<file path="src/rtl/acc_pkg.sv">
// acc_pkg: shared command-bus width, FSM state encoding and one-hot helpers for the accumulator input stage.
package acc_pkg;
  localparam int N_BTN = 9;
  localparam int SEL_W = $clog2(N_BTN);
  typedef enum logic [2:0] {IDLE, DEB_PRESS, FIRE, HELD, DEB_REL} state_t;
  function automatic logic [SEL_W-1:0] lowest_set_index(input logic [N_BTN-1:0] v);
    lowest_set_index = '0;
    for (int i = N_BTN - 1; i >= 0; i--)
      if (v[i]) lowest_set_index = SEL_W'(i);
  endfunction
  function automatic logic [N_BTN-1:0] onehot(input logic [SEL_W-1:0] idx);
    onehot = {{(N_BTN-1){1'b0}}, 1'b1} << idx;
  endfunction
endpackage

</file>
<file path="src/rtl/acc_cmd_input_btn_sync.sv">
// btn_sync: W-bit two-flop synchroniser for asynchronous button levels, sync active-low clear.
module btn_sync #(
  parameter int W = 1
) (
  input  logic         clk,
  input  logic         clr_n,
  input  logic [W-1:0] i_d,
  output logic [W-1:0] o_q
);
  logic [W-1:0] r_s1;
  logic [W-1:0] r_s2;
  always_ff @(posedge clk) begin
    if (!clr_n) begin
      r_s1 <= '0;
      r_s2 <= '0;
    end else begin
      r_s1 <= i_d;
      r_s2 <= r_s1;
    end
  end
  assign o_q = r_s2;
endmodule

</file>
<file path="src/rtl/acc_cmd_input.sv">
// acc_cmd_input: debounced single-pulse one-hot command generator for 9 push buttons.
// Optional held-button auto-repeat is enabled by defining ACC_AUTO_REPEAT_EN.
module acc_cmd_input
  import acc_pkg::*;
#(
  parameter int DEBOUNCE_CYCLES = 50000,
  parameter int REPEAT_CYCLES   = 500000
) (
  input  logic             clk,
  input  logic             clr_n,
  input  logic [N_BTN-1:0] btn,
  output logic [N_BTN-1:0] cmd,
  output logic             busy
);
  localparam int CNT_MAX = (DEBOUNCE_CYCLES > REPEAT_CYCLES) ? DEBOUNCE_CYCLES : REPEAT_CYCLES;
  localparam int CNT_W   = $clog2(CNT_MAX);
  logic [N_BTN-1:0] w_bs;
  logic             w_hit;
  state_t           r_state;
  logic [CNT_W-1:0] r_cnt;
  logic [SEL_W-1:0] r_sel;
  logic [N_BTN-1:0] r_cmd;
  btn_sync #(.W(N_BTN)) u_sync (
    .clk   (clk),
    .clr_n (clr_n),
    .i_d   (btn),
    .o_q   (w_bs)
  );
  assign w_hit = w_bs[r_sel];
  // cmd is loaded on the edge entering FIRE so it is high exactly while state==FIRE
  always_ff @(posedge clk) begin
    if (!clr_n) begin
      r_state <= IDLE;
      r_cnt   <= '0;
      r_sel   <= '0;
      r_cmd   <= '0;
    end else begin
      r_cmd <= '0;
      case (r_state)
        IDLE:
          if (|w_bs) begin
            r_sel   <= lowest_set_index(w_bs);
            r_cnt   <= '0;
            r_state <= DEB_PRESS;
          end
        DEB_PRESS:
          if (!w_hit) begin
            r_state <= IDLE;
            r_cnt   <= '0;
          end else if (r_cnt == CNT_W'(DEBOUNCE_CYCLES - 1)) begin
            r_state <= FIRE;
            r_cnt   <= '0;
            r_cmd   <= onehot(r_sel);
          end else r_cnt <= r_cnt + CNT_W'(1);
        FIRE: begin
          r_state <= HELD;
          r_cnt   <= '0;
        end
        HELD:
          if (!w_hit) begin
            r_state <= DEB_REL;
            r_cnt   <= '0;
          end
`ifdef ACC_AUTO_REPEAT_EN
          else if (r_cnt == CNT_W'(REPEAT_CYCLES - 1)) begin
            r_state <= FIRE;
            r_cnt   <= '0;
            r_cmd   <= onehot(r_sel);
          end else r_cnt <= r_cnt + CNT_W'(1);
`endif
        DEB_REL:
          if (w_hit) begin
            r_state <= HELD;
            r_cnt   <= '0;
          end else if (r_cnt == CNT_W'(DEBOUNCE_CYCLES - 1)) begin
            r_state <= IDLE;
            r_cnt   <= '0;
          end else r_cnt <= r_cnt + CNT_W'(1);
        default: begin
          r_state <= IDLE;
          r_cnt   <= '0;
        end
      endcase
    end
  end
  assign cmd  = r_cmd;
  assign busy = (r_state != IDLE);
endmodule

</file>
<file path="config.mk">
export PLATFORM = sky130hd
export DESIGN_NAME = acc_cmd_input
export DESIGN_NICKNAME = d
export VERILOG_FILES = /design/src/rtl/acc_pkg.sv /design/src/rtl/acc_cmd_input_btn_sync.sv /design/src/rtl/acc_cmd_input.sv
export SDC_FILE = /design/constraint.sdc
export NUM_CORES = 1
export LEC_CHECK = 0
export ABC_AREA = 1
export CORE_ASPECT_RATIO = 1.75
export CORE_MARGIN = 4
export CORE_UTILIZATION = 50
export DETAILED_ROUTE_END_ITERATION = 8
export PLACE_DENSITY = 0.7
export SLEW_MARGIN = 10
export SYNTH_ARGS = -nofsm -noshare
export SYNTH_HDL_FRONTEND = slang
export SYNTH_SLANG_ARGS = --single-unit
</file>
<file path="constraint.sdc">
create_clock -name clk -period 3.5 [get_ports clk]
set_clock_uncertainty 0.1 [all_clocks]
set_input_delay 0.35 -clock clk [delete_from_list [all_inputs] [get_ports clk]]
set_output_delay 0.35 -clock clk [all_outputs]
set_load 0.005 [all_outputs]
</file>
# Yosys cells after proc, flatten, opt, wreduce, memory -nomap -nowiden
# Cells that the tools add are included.
# classes
add_sub_neg	1
order_cmp	1
n_eq_ne	9
shift	1
mux	24
reduce_logical	7
# ops
cell	n
19-bit two-way mux	5
19-bit case mux with 4 select lines	1
4-bit two-way mux	9
19-bit by 1-bit adder with 19-bit output (second input constant)	1
19-bit by 16-bit equality test with 1-bit output (second input constant)	1
3-bit two-way mux	6
3-bit case mux with 5 select lines	1
9-bit OR reduction	1
1-bit by 4-bit left shift with 9-bit output (first input constant)	1
4-bit AND reduction	2
3-bit by 2-bit equality test with 1-bit output (second input constant)	2
3-bit != test (second input constant)	2
4-bit by 5-bit < comparator with 1-bit output (second input constant)	1
1-bit binary-select mux with 4-bit select	1
2-bit != test (second input constant)	2
2-bit AND reduction	2
3-bit by 1-bit equality test with 1-bit output (second input constant)	1
3-bit equality test (second input constant)	1
3-bit logical NOT	1
3-bit nonzero test	1
1-bit two-way mux	1
# word_totals
ff_bits	53
inputBits	11
output_inout_bits	10
word_cells	49

# Logic depth before layout (Yosys ltp)
# logic_depth
word_depth	9
depth_mapped	14
depth_no_buf	13

# Hierarchy
# Synthesis repeated with hierarchy kept, for this count alone.
# hier_totals
cells_unflattened	417
area_unflattened_um2	2811.4
# modules_own_cells
mod	n_inst	cells_per_inst	area_each_um2	seq_area_each_um2
acc_cmd_input	1	361	2282.2	700.7
btn_sync	1	56	529.3	360.3

# Least setup slack after synthesis
# No wires, ideal clock.
# synth_path
path_type	reg2reg
from	register r_cnt[0]
to	register r_state[1]
setup_ns	0.113
t_arrival_ns	1.641
slack_ns	1.646
stages_incl_launch_ff	13
synth_period_minus_slack_ns	1.854
path_cell_list	dfxtp_1 -> ha_1 -> inv_2 -> nor2_4 -> inv_2 -> nor2_4 -> nand3_4 -> nand4_2 -> nand2_2 -> nor2_4 -> nand2_1 -> nand2_1 -> nor2_1
# synth_between
elab_chain_len	3
word_cells_on_any_way	4
# synth_lines
item	line	text
start, declared	acc_cmd_input.sv:20	logic [CNT_W-1:0] r_cnt;
start signal, assigned	acc_cmd_input.sv:54	end else r_cnt <= r_cnt + CNT_W'(1);
start signal, assigned	acc_cmd_input.sv:78	end else r_cnt <= r_cnt + CNT_W'(1);
19-bit by 16-bit equality test with 1-bit output *	acc_cmd_input.sv:50, acc_cmd_input.sv:75	
3-bit != test (no line)	-	
4-bit AND reduction (no line) *	-	
end signal, assigned	acc_cmd_input.sv:51	r_state <= FIRE;
end signal, assigned	acc_cmd_input.sv:76	r_state <= IDLE;
end signal, assigned	acc_cmd_input.sv:80	r_state <= IDLE;
end, declared	acc_cmd_input.sv:19	state_t r_state;
# Every way passes the cells marked *; elsewhere a longest branch is shown, timed or not.
# A chain may end at the register's enable or synchronous reset.

# Worst setup path in the final report
# layout_path
from	register r_cnt[0]
to	register r_state[0]
# Same word-level chain as after synthesis.

==> impl_metrics.env <==
export IMPL_routedWlPerCell_um=13.1
export IMPL_regToRegStartpoint="r_cnt[0]$_SDFFE_PN0P_"
export IMPL_design_portCount=21
export IMPL_cell_internal_pwr_w=0.000933
export IMPL_power_switching_w=0.000617
export IMPL_area_delta_synth_final_pct=13.0
export IMPL_post_cts_buffers=0
export IMPL_grt_pass1_wl_um=11500
export IMPL_syn_num_nets=420
export IMPL_half_perimeter_wire_length_after_detailed_placement_um=5090
export IMPL_power_density_cell_area_nw_per_um2=496
export IMPL_setup_viol=0
export IMPL_post_route_drc_count=0
export IMPL_synth_cell_types=38
export IMPL_placement_setup_worst_slack_ns=1.24
export IMPL_antenna_violations_before_repair=0
export IMPL_gpl_final_weighted_congestion=0.916
export IMPL_detail_route_first_pass_iterations=4
export IMPL_wl_um=6610
export IMPL_cts_htree_levels=2
export IMPL_design_final_nets=441
export IMPL_grt_overflow_total=0
export IMPL_pwr_share_seq_pct=45.1
export IMPL_rsz0062_at_grt="no"
export IMPL_core_region_area_um2=5300
export IMPL_critPathArrivalTime_ns=2.27
export IMPL_holdPathEnd="u_sync.o_q[2]$_SDFF_PN0_"
export IMPL_vias_in_the_first_global_route=2570
export IMPL_fin_setup_tns_ns=0
export IMPL_floorplan_die_width_um=64.2
export IMPL_antenna_violating_nets_post_route=0
export IMPL_diodes=0
export IMPL_synth_enable_flop_cells=0
export IMPL_yosysWarnings=0
export IMPL_number_of_non_filler_instances_in_the_completed_layout=504
export IMPL_cts_made_buffers=5
export IMPL_irDropWorstVdd_mv=0.231
export IMPL_fillers=532
export IMPL_grt_max_degree=25
export IMPL_route_detailed_vias_per_inst=5.19
export IMPL_post_synthesis_sequential_area_ratio_pct=38.4
export IMPL_comb_power_share_pct=31.5
export IMPL_max_cap_viol_count=0
export IMPL_result_of_the_run="complete, no violations"
export IMPL_min_delay_path_class="reg2reg"
export IMPL_netlist_instances=408
export IMPL_hold_path_depth=2
export IMPL_post_synth_top_area_fraction_pct=38.4
export IMPL_layout_setup_ws_ns=1.35
export IMPL_critical_path_class="reg2reg"
export IMPL_fmax_mhz=464
export IMPL_post_route_period_util_pct=61.5
export IMPL_power_static_leakage_nw=1.33
export IMPL_crit_fanout=8
export IMPL_whs_ns=0.321
export IMPL_synth_ff_type="dfxtp_1"
export IMPL_layout_cells_most_common_list="nand2_1, inv_1, dfxtp_1"
export IMPL_power_total_w=0.00155
export IMPL_hold_buf_cts=0
export IMPL_async_reset_ff_share_pct=0
export IMPL_placement_rows=35
export IMPL_tightest_slew_ns=0.457
export IMPL_period_needed_ns=2.15
export IMPL_cts_repair_resize_count=0
export IMPL_hp_start="u_sync.r_s1[2]$_SDFF_PN0_"
export IMPL_synthesized_flop_and_latch_total=53
export IMPL_per_instance_average_area_after_synthesis_um2=6.78
export IMPL_clock_power_share_pct=23.4
export IMPL_num_vias=2618
export IMPL_insertion_delay_ns=0.31
export IMPL_clkTransAtPathRegs_ns=0.10
export IMPL_place_inst=496
export IMPL_netlist_top_cell_by_area="dfxtp_1"
export IMPL_portBuffers=20
export IMPL_synth_area_um2=2770
export IMPL_initialDrtViolationCount=141
export IMPL_multiInputGateArea_um2=1390
export IMPL_critPathCaptureType="register"
export IMPL_relSlewSlack_pct=69.3
export IMPL_crit_reg_reg_endpoint="r_state[0]$_SDFFE_PN0P_"
export IMPL_post_synth_main_area_contributors="dfxtp_1, nand2_1, nand3_1"
export IMPL_final_max_slew_violation_count=0
export IMPL_setup_reg_to_reg_worst_slack_ns=1.35
export IMPL_die_y_um=106
export IMPL_crit_required_ns=3.61
export IMPL_numClockSinks=53
export IMPL_final_common_cell="nand2_1"
export IMPL_regArea_um2=1060
export IMPL_reg2reg_depth=12
export IMPL_clockBufferDepth=2
export IMPL_cts_tree="done"
export IMPL_hold_viol_final=0
export IMPL_power_switching_fraction_pct=39.8
export IMPL_drive_above_1_share_pct=8.37
export IMPL_worstSetupStartpointType="register"
export IMPL_global_route_usage_total_pct=21.2
export IMPL_clock_tree_root_cell="clkbuf_8"
export IMPL_die_area_um2=6830
export IMPL_initial_utilization_pct=52.2
[metrics by stage]
step	area (um2)	util (%)
after floorplan	2770	-
after global placement	3030	57.2
after detailed placement	3030	57.2
after CTS	3130	59.0
after global routing	3130	59.0
final	3130	59.0
[power by group through the flow]
stage          combinational, W  sequential (W)  clock (W)
2_1_floorplan          0.000381        0.000688          0
3_3_place_gp           0.000482        0.000713          0
3_5_place_dp           0.000487        0.000713          0
4_1_cts                0.000489        0.000699   0.000369
5_1_grt                0.000548        0.000709   0.000396
6_report               0.000488        0.000699   0.000363
[metal layers]
metal | up-vias | track usage (%) | wire, um
li1 | 1344 | - | -
met1 | 1176 | 21.4 | 2420
met2 | 77 | 40.7 | 3670
met3 | 21 | 2.75 | 266
met4 | 0 | 11.3 | 260
met5 | - | 0 | 0
[cell families after synthesis]
kind of cell / synth area share, %
and+or+nand+nor: 40.3
buffers and inverters: 11.5
DFF: 38.4
AOI/OAI and AO/OA: 7.19
xor gates and xnor gates: 2.22
adders and majority gates: 0.452
[cell usage after synthesis (2+ instances only)]
cell / n
a211oi_1: 2
a21oi_1: 10
a31oi_1: 11
buf_2: 3
buf_6: 2
clkbuf_1: 5
dfxtp_1: 53
inv_1: 62
inv_2: 5
nand2_1: 101
nand2_2: 2
nand2_4: 2
nand3_1: 50
nand3_4: 2
nand4_1: 8
nor2_1: 40
nor2_4: 3
nor3_1: 16
nor3_2: 2
nor4_1: 3
o21ai_0: 4
xnor2_1: 2
xor2_1: 5
[area by class of cell]
class | count | area share [%]
clock inverters | 3 | 0.801
multi-input cells | 276 | 44.4
repair buffers | 24 | 7.37
well taps | 74 | 2.96
clock buffers | 5 | 2.20
flip-flops and latches | 53 | 33.9
inverters | 69 | 8.37
[how the worst max path moves through the flow]
stage	from	to
finish	r_cnt[0]$_SDFFE_PN0P_	r_state[0]$_SDFFE_PN0P_
global placement	clr_n	cmd[7]$_SDFF_PP0_
detailed placement	clr_n	cmd[7]$_SDFF_PP0_
floorplan	r_cnt[0]$_SDFFE_PN0P_	r_state[1]$_SDFFE_PN0P_
CTS	r_cnt[0]$_SDFFE_PN0P_	r_state[0]$_SDFFE_PN0P_
global route	r_cnt[0]$_SDFFE_PN0P_	cmd[6]$_SDFF_PP0_
[state kept, by name, indices dropped and copies added (netlist names)]
name         flops
r_state          3
r_sel            4
u_sync.r_s1      9
r_cnt           19
u_sync.o_q       9
cmd              9
[worst max-delay path: stages (launching register included)]
cell	delay (ns)
dfxtp_1	0.46
ha_1	0.34
inv_2	0.08
nor2_4	0.20
inv_2	0.08
nor2_4	0.12
nand3_4	0.12
nand4_2	0.12
nand2_2	0.11
nor2_4	0.16
nand2_1	0.07
nand2_1	0.06
nor2_1	0.04
Note: power is estimated with default switching activity, not from simulation.
